File: config.mk
export PLATFORM = sky130hd
export DESIGN_NAME = bus_arbiter
export DESIGN_NICKNAME = d
export VERILOG_FILES = /design/src/rtl/bus_arbiter.sv
export SDC_FILE = /design/constraint.sdc
export NUM_CORES = 1
export LEC_CHECK = 0
export ABC_AREA = 1
export BUFFER_PORTS_ARGS = -buffer_cell sky130_fd_sc_hd__clkbuf_2
export CORE_AREA = 3 3 121 123
export CTS_CLUSTER_SIZE = 25
export DETAILED_ROUTE_END_ITERATION = 10
export DIE_AREA = 0 0 124 126
export PLACE_DENSITY = 0.51
export SLEW_MARGIN = 20
export SYNTH_ARGS = -nofsm -noshare
export SYNTH_HDL_FRONTEND = slang
export SYNTH_SLANG_ARGS = --single-unit
File: constraint.sdc
create_clock -name clk -period 2.1 [get_ports clk]
set_clock_uncertainty 0.15 [all_clocks]
set_input_delay 0.21 -clock clk [delete_from_list [all_inputs] [get_ports clk]]
set_output_delay 0.21 -clock clk [all_outputs]
set_load 0.01 [all_outputs]
File: src/rtl/bus_arbiter.sv
// Two-master, one-slave round-robin arbiter for a valid/ready native memory bus.
// Forwards one transaction at a time and force-completes hung transactions after a timeout.
module bus_arbiter #(
    parameter int unsigned TIMEOUT_CYCLES = 1024,
    parameter logic [31:0] TIMEOUT_RDATA  = 32'hDEADBEEF
) (
    input  logic        clk,
    input  logic        resetn,

    input  logic        m0_valid,
    output logic        m0_ready,
    input  logic        m0_instr,
    input  logic [31:0] m0_addr,
    input  logic [3:0]  m0_wstrb,
    input  logic [31:0] m0_wdata,
    output logic [31:0] m0_rdata,

    input  logic        m1_valid,
    output logic        m1_ready,
    input  logic        m1_instr,
    input  logic [31:0] m1_addr,
    input  logic [3:0]  m1_wstrb,
    input  logic [31:0] m1_wdata,
    output logic [31:0] m1_rdata,

    output logic        s_valid,
    input  logic        s_ready,
    output logic        s_instr,
    output logic [31:0] s_addr,
    output logic [3:0]  s_wstrb,
    output logic [31:0] s_wdata,
    input  logic [31:0] s_rdata,

    output logic [1:0]  grant,
    output logic        timeout,
    output logic        timeout_sticky
);

    localparam int unsigned CW = (TIMEOUT_CYCLES > 0) ? $clog2(TIMEOUT_CYCLES) + 1 : 1;
    localparam logic [CW-1:0] LIMIT = (TIMEOUT_CYCLES > 0) ? CW'(TIMEOUT_CYCLES - 1) : '0;
    localparam logic TIMEOUT_EN = (TIMEOUT_CYCLES != 0);

    typedef enum logic {
        IDLE,
        BUSY
    } state_t;

    state_t        state_q, state_nxt;
    logic [1:0]    grant_q, grant_nxt;
    logic          last_q, last_nxt;      // index of the master granted at the last contention
    logic [CW-1:0] cnt_q, cnt_nxt;
    logic          sticky_q, sticky_nxt;

    logic          sel;                   // 1 selects master 1
    logic          req_valid;
    logic          slave_done;
    logic          timeout_hit;
    logic          done;

    assign sel       = grant_q[1];
    assign req_valid = sel ? m1_valid : m0_valid;

    // NOTE: every variable assigned in this block gets a default first, so no path can infer a latch.
    always_comb begin
        state_nxt   = state_q;
        grant_nxt   = grant_q;
        last_nxt    = last_q;
        cnt_nxt     = cnt_q;
        sticky_nxt  = sticky_q;
        slave_done  = 1'b0;
        timeout_hit = 1'b0;

        case (state_q)
            IDLE: begin
                cnt_nxt = '0;
                if (m0_valid && m1_valid) begin
                    grant_nxt = last_q ? 2'b01 : 2'b10;
                    last_nxt  = ~last_q;
                    state_nxt = BUSY;
                end else if (m0_valid) begin
                    grant_nxt = 2'b01;
                    state_nxt = BUSY;
                end else if (m1_valid) begin
                    grant_nxt = 2'b10;
                    state_nxt = BUSY;
                end
            end

            BUSY: begin
                // The slave wins a tie with the timeout so real data is never discarded.
                if (s_ready) begin
                    slave_done = 1'b1;
                end else if (TIMEOUT_EN && (cnt_q == LIMIT)) begin
                    timeout_hit = 1'b1;
                end

                if (slave_done || timeout_hit) begin
                    state_nxt  = IDLE;
                    grant_nxt  = 2'b00;
                    cnt_nxt    = '0;
                    sticky_nxt = sticky_q | timeout_hit;
                end else if (!req_valid) begin
                    state_nxt = IDLE;
                    grant_nxt = 2'b00;
                    cnt_nxt   = '0;
                end else if (cnt_q != {CW{1'b1}}) begin
                    cnt_nxt = cnt_q + 1'b1;
                end
            end

            default: begin
                state_nxt = IDLE;
                grant_nxt = 2'b00;
            end
        endcase
    end

    assign done = slave_done | timeout_hit;

    // NOTE: state registers use non-blocking assignments so all flops update from pre-edge values.
    always_ff @(posedge clk) begin
        if (!resetn) begin
            state_q  <= IDLE;
            grant_q  <= 2'b00;
            last_q   <= 1'b1;
            cnt_q    <= '0;
            sticky_q <= 1'b0;
        end else begin
            state_q  <= state_nxt;
            grant_q  <= grant_nxt;
            last_q   <= last_nxt;
            cnt_q    <= cnt_nxt;
            sticky_q <= sticky_nxt;
        end
    end

    // Outputs are gated by resetn so nothing escapes while reset is held.
    logic        busy;
    logic [31:0] rdata_mux;

    assign busy      = (state_q == BUSY) && resetn;
    assign rdata_mux = timeout_hit ? TIMEOUT_RDATA : s_rdata;

    always_comb begin
        s_valid = busy;
        s_instr = 1'b0;
        s_addr  = '0;
        s_wstrb = '0;
        s_wdata = '0;
        if (busy) begin
            s_instr = sel ? m1_instr : m0_instr;
            s_addr  = sel ? m1_addr  : m0_addr;
            s_wstrb = sel ? m1_wstrb : m0_wstrb;
            s_wdata = sel ? m1_wdata : m0_wdata;
        end
    end

    assign m0_ready       = busy && grant_q[0] && done;
    assign m1_ready       = busy && grant_q[1] && done;
    assign m0_rdata       = (busy && grant_q[0]) ? rdata_mux : 32'h0;
    assign m1_rdata       = (busy && grant_q[1]) ? rdata_mux : 32'h0;
    assign grant          = resetn ? grant_q : 2'b00;
    assign timeout        = busy && timeout_hit;
    assign timeout_sticky = resetn && sticky_q;

endmodule
Yosys cells after proc, flatten, opt, wreduce, memory -nomap -nowiden
Index checks and enable logic that the tools add are counted.
{ "op_classes": {"n_addsub": 1, "n_eq_ne": 5, "muxes": 37, "bitwise_logic": 4, "n_reduce_logical": 12} }
{ "ops": {"columns": ["operator", "n"], "rows": [
  ["$mux 32", 7],
  ["$mux 11", 3],
  ["$pmux 11 s2", 1],
  ["$mux 1", 15],
  ["$mux 2", 7],
  ["$add 11x1->11 const B", 1],
  ["$eq 11x10->1 const B", 1],
  ["$ne 11x11->1 const B", 1],
  ["$logic_and 1x1->1", 8],
  ["$mux 4", 2],
  ["$reduce_and 2->1", 3],
  ["$ne 4x2->1 const B", 1],
  ["$ne 4x4->1 const B", 1],
  ["$pmux 2 s2", 1],
  ["$ne 3x2->1 const B", 1],
  ["$not 1->1", 2],
  ["$or 1x1->1", 2],
  ["$pmux 1 s2", 1],
  ["$logic_or 1x1->1", 1]
]} }
{ "word_totals": {"ff_bits": 16, "in_bits": 175, "output_inout_bits": 140, "word_cells": 64} }

Depth between registers and ports, before layout
{ "depth": {"ltp_word": 7, "depth_mapped": 8, "depth_no_buf": 8} }

Worst setup path before layout
Ideal clock, no wire load.
{ "synth_timing": {"path_kind": "flip-flop to output port", "start": "register cnt_q[0]", "end": "output m0_rdata[23]", "arrival_time_ns": 1.427, "t_required_ns": 1.740, "slack_ns": 0.313, "path_stages_with_launch": 8, "n_path_buf": 2, "cell_sequence": "dfxtp_1 ha_1 nand3_2 nor2_4 nand4_4 buf_6 buf_6 a21oi_2"} }
{ "synth_via": {"elab_chain_len": 7} }
{ "synth_rtl": {"columns": ["element", "line_no", "text"], "rows": [
  ["start: declaration", "51", "logic [CW-1:0] cnt_q, cnt_nxt;"],
  ["start signal: assignment", "132", "cnt_q <= cnt_nxt;"],
  ["$eq 11x10->1", "93", "end else if (TIMEOUT_EN && (cnt_q == LIMIT)) begin"],
  ["$mux 1", "93", null],
  ["$mux 1", "91", "if (s_ready) begin"],
  ["$mux 1 (2 in a row)", "73", "case (state_q)"],
  ["$mux 32", "142", "assign rdata_mux = timeout_hit ? TIMEOUT_RDATA : s_rdata;"],
  ["$mux 32", "160", "assign m0_rdata = (busy && grant_q[0]) ? rdata_mux : 32'h0;"],
  ["end: declaration", "16", "output logic [31:0] m0_rdata,"]
]} }
Every way passes these cells. The select of a mux whose other input is x is not followed.

Worst setup path after layout
{ "layout_timing": {"start": "register cnt_q[1]", "end": "output m0_rdata[13]"} }
The elaborated chain is that of the path after synthesis.

==> run summary <==
DR WL/cell = 13.71 µm
initial antenna violation count = 1
CTS Buf Count = 3
Crit Path Class = reg2out
overall power = 1.359 mW
part of the power in the clock network = 30.9%
maximum vdd drop = 0.1902 mV
vias in the first global route = 3727
Final min period = 2.095 ns
Hold Crit Depth = 2
FP Rows = 43
Die ar. = 15620 µm²
Post-Syn Nets = 665
Root Driver = clkbuf_16
GPL Wtd Cong = 0.8489
maximum clock frequency = 477.4 MHz
ANT cells = 0
Post-Synthesis Cells = 489
Die X-Extent = 124 µm
Clock Latency Late Sink = 0.25 ns
measured slew at the worst slew-check pin = 0.4307 ns
synthesized area per cell = 5.036 µm²
Vias = 4115
synthesized area = 2462 µm²
yosys warns = 0
Sink Count = 16
GRT Residual Overflow = 0
most common cell after layout, fill and taps aside = clkbuf_2
critical path capture point type = output port
status = finished, final reports clean
critical path arrival = 1.73 ns
max cap viols = 0
pin count of the biggest net entering global routing = 71
hold path start = s_ready
R2R Path Start = cnt_q[1]
distinct cell type count of the synthesized netlist = 24
Cell Pwr Density = 293.6 nW/µm²
Leakage Power = 2.739 nW
nets = 977
Post-DRT Antenna Nets = 0
io pins = 315
final std cells w/o fill = 980
vias per cell = 4.199
initial cell density of the core = 17.88%
CP Max Fanout = 12
Rel. slew slack = 71.28%
TritonRoute pass-1 iters = 4
Fin Hold WS = 0.02573 ns
DR iter-0 viols = 157
Design Area, Final = 4631 µm²
Gate power share = 45.7%
Die H = 126 µm
part of the power in registers = 23.4%
startpoint types = register
Critical Path Start = cnt_q[1]
Internal Pwr Total = 0.8703 mW
Area Overhead vs Synth = 88.06%
worst hold path class = in2reg
Slew Viols, Final = 0
Hold Path End = cnt_q[10]
synthesized flop and latch total = 16
sequential share of the synthesized area = 13.01%
R2R depth = 7
DRC Markers = 0
Final Hold Violating Endpoints = 0
Max H-tree Level = 1
number of port buffers = 314
Total Routing Usage GR = 15.43%
Critical Path RT = 1.74 ns
cell area after placement = 4299 µm²
Layout fillers = 1604
Placed Instances = 968
highest-count cells in the layout ignoring fill and taps = 276 x clkbuf_2, 183 x nand2_1, 82 x a21oi_1
Setup-failing EPs final = 0
layout cells sized above 1 = 51.00%
clock tree buffer depth = 2
core box area = 13770 µm²
post-DP HPWL = 10.89 mm
reg2reg setup slack = 0.42 ns
Reg clk slew, reported paths = 0.05 ns
Psw = 0.4891 mW
final worst path period share = 99.74%
Net Sw Frac = 35.98%
first-pass GRT wire length = 19.36 mm
Routed Wire Length = 13.44 mm
CTS tree = built
Worst R2R End = cnt_q[2]
RSZ-0062 raised after global routing = yes
[state kept, by name, indices dropped and copies added (netlist names)]
signal,count
sticky_q,1
last_q,1
grant_q,2
cnt_q,11
state_q,1
[worst max-delay path, stage by stage (launching register included)]
cell     delay, ns
dfxtp_4       0.35
ha_4          0.15
nand3_4       0.09
nor2_4        0.12
nand4_4       0.15
buf_6         0.18
buf_12        0.14
a21oi_1       0.13
buf_2         0.15
[through the flow]
stage | setup WS [ns] | util, % | TNS [ns]
floorplan | 0.3127 | - | 0
global placement | 0.2219 | 31.21 | 0
detailed placement | 0.1788 | 31.21 | 0
CTS | 0.001470 | 32.89 | 0
global route | -0.07817 | 33.62 | -2.024
finish | 0.005449 | 33.62 | 0
[per-layer routing]
layer  routed length [µm]  up-vias  GRT usage (%)
met1                 5422     1737          18.52
met4                  184        2          3.157
met2                 6602      195          27.65
met5                   13        -              0
li1                     -     2165              -
met3                 1215       16          3.772
[timing repair]
| item | CTS | global route |
|---|---|---|
| cloned | 2 | 0 |
| pin swaps | 1 | 2 |
| buffers inserted | 5 | 2 |
| gates resized for setup | 12 | 70 |
| setup endpoints to repair | 61 | 68 |
| hold buffers | 0 | 0 |
[logic make-up (layout without fill, tap and decap cells)]
kind of cell / count (synthesis) / after routing / share of synthesized area, %
AND/OR/NAND/NOR: 260 / 260 / 43.29
AO/OA/AOI/OAI: 124 / 124 / 28.46
buffers and inverters: 88 / 399 / 14.74
flip-flops: 16 / 16 / 13.01
adder cells (fa/ha/maj): 1 / 1 / 0.5080
[final cells by class]
cell class | count | area, µm² | area share [%]
multi-input combinational | 385 | 1921 | 41.48
sequential | 16 | 326.6 | 7.052
inverter | 53 | 198.9 | 4.296
clock buffer | 4 | 88.84 | 1.918
tap | 180 | 225.2 | 4.864
timing repair buffer | 342 | 1871 | 40.39
[cell usage after synthesis]
| master | number | share of area (%) |
|---|---|---|
| o21bai_1 | 1 | 0.30 |
| nor2_2 | 3 | 0.76 |
| nand4_4 | 1 | 0.86 |
| inv_1 | 52 | 7.9 |
| clkinv_1 | 1 | 0.15 |
| nand3_1 | 7 | 1.4 |
| nor2_4 | 1 | 0.46 |
| buf_2 | 8 | 1.6 |
| or2_2 | 2 | 0.51 |
| nand4_1 | 9 | 2.3 |
| nor4_1 | 1 | 0.25 |
| dfxtp_1 | 16 | 13 |
| a21boi_0 | 1 | 0.30 |
| o21ai_0 | 2 | 0.41 |
| ha_1 | 1 | 0.51 |
| a21oi_1 | 99 | 20 |
| nand2_1 | 192 | 29 |
| o21ai_1 | 1 | 0.20 |
| buf_1 | 5 | 0.76 |
| buf_6 | 3 | 1.4 |
| nor2_1 | 41 | 6.3 |
| a21oi_2 | 20 | 7.1 |
| clkbuf_1 | 19 | 2.9 |
| nand3_2 | 3 | 1.2 |
[worst max-delay path by stage]
stage | to | slack, ns
after floorplan | m0_rdata[23] | 0.31
after global placement | m1_ready | 0.22
after detailed placement | m0_ready | 0.18
after CTS | m1_rdata[30] | 0.001
after global routing | m0_rdata[13] | -0.08
final | m0_rdata[13] | 0.005
[power groups by stage]
stage,sequential [mW],combinational (mW),clock [mW]
after global routing,0.320,0.696,0.449
after floorplan,0.321,0.286,0
after global placement,0.327,0.613,0
after CTS,0.319,0.617,0.429
final,0.319,0.621,0.420
after detailed placement,0.327,0.612,0
Note: power is estimated with default switching activity, not from simulation.
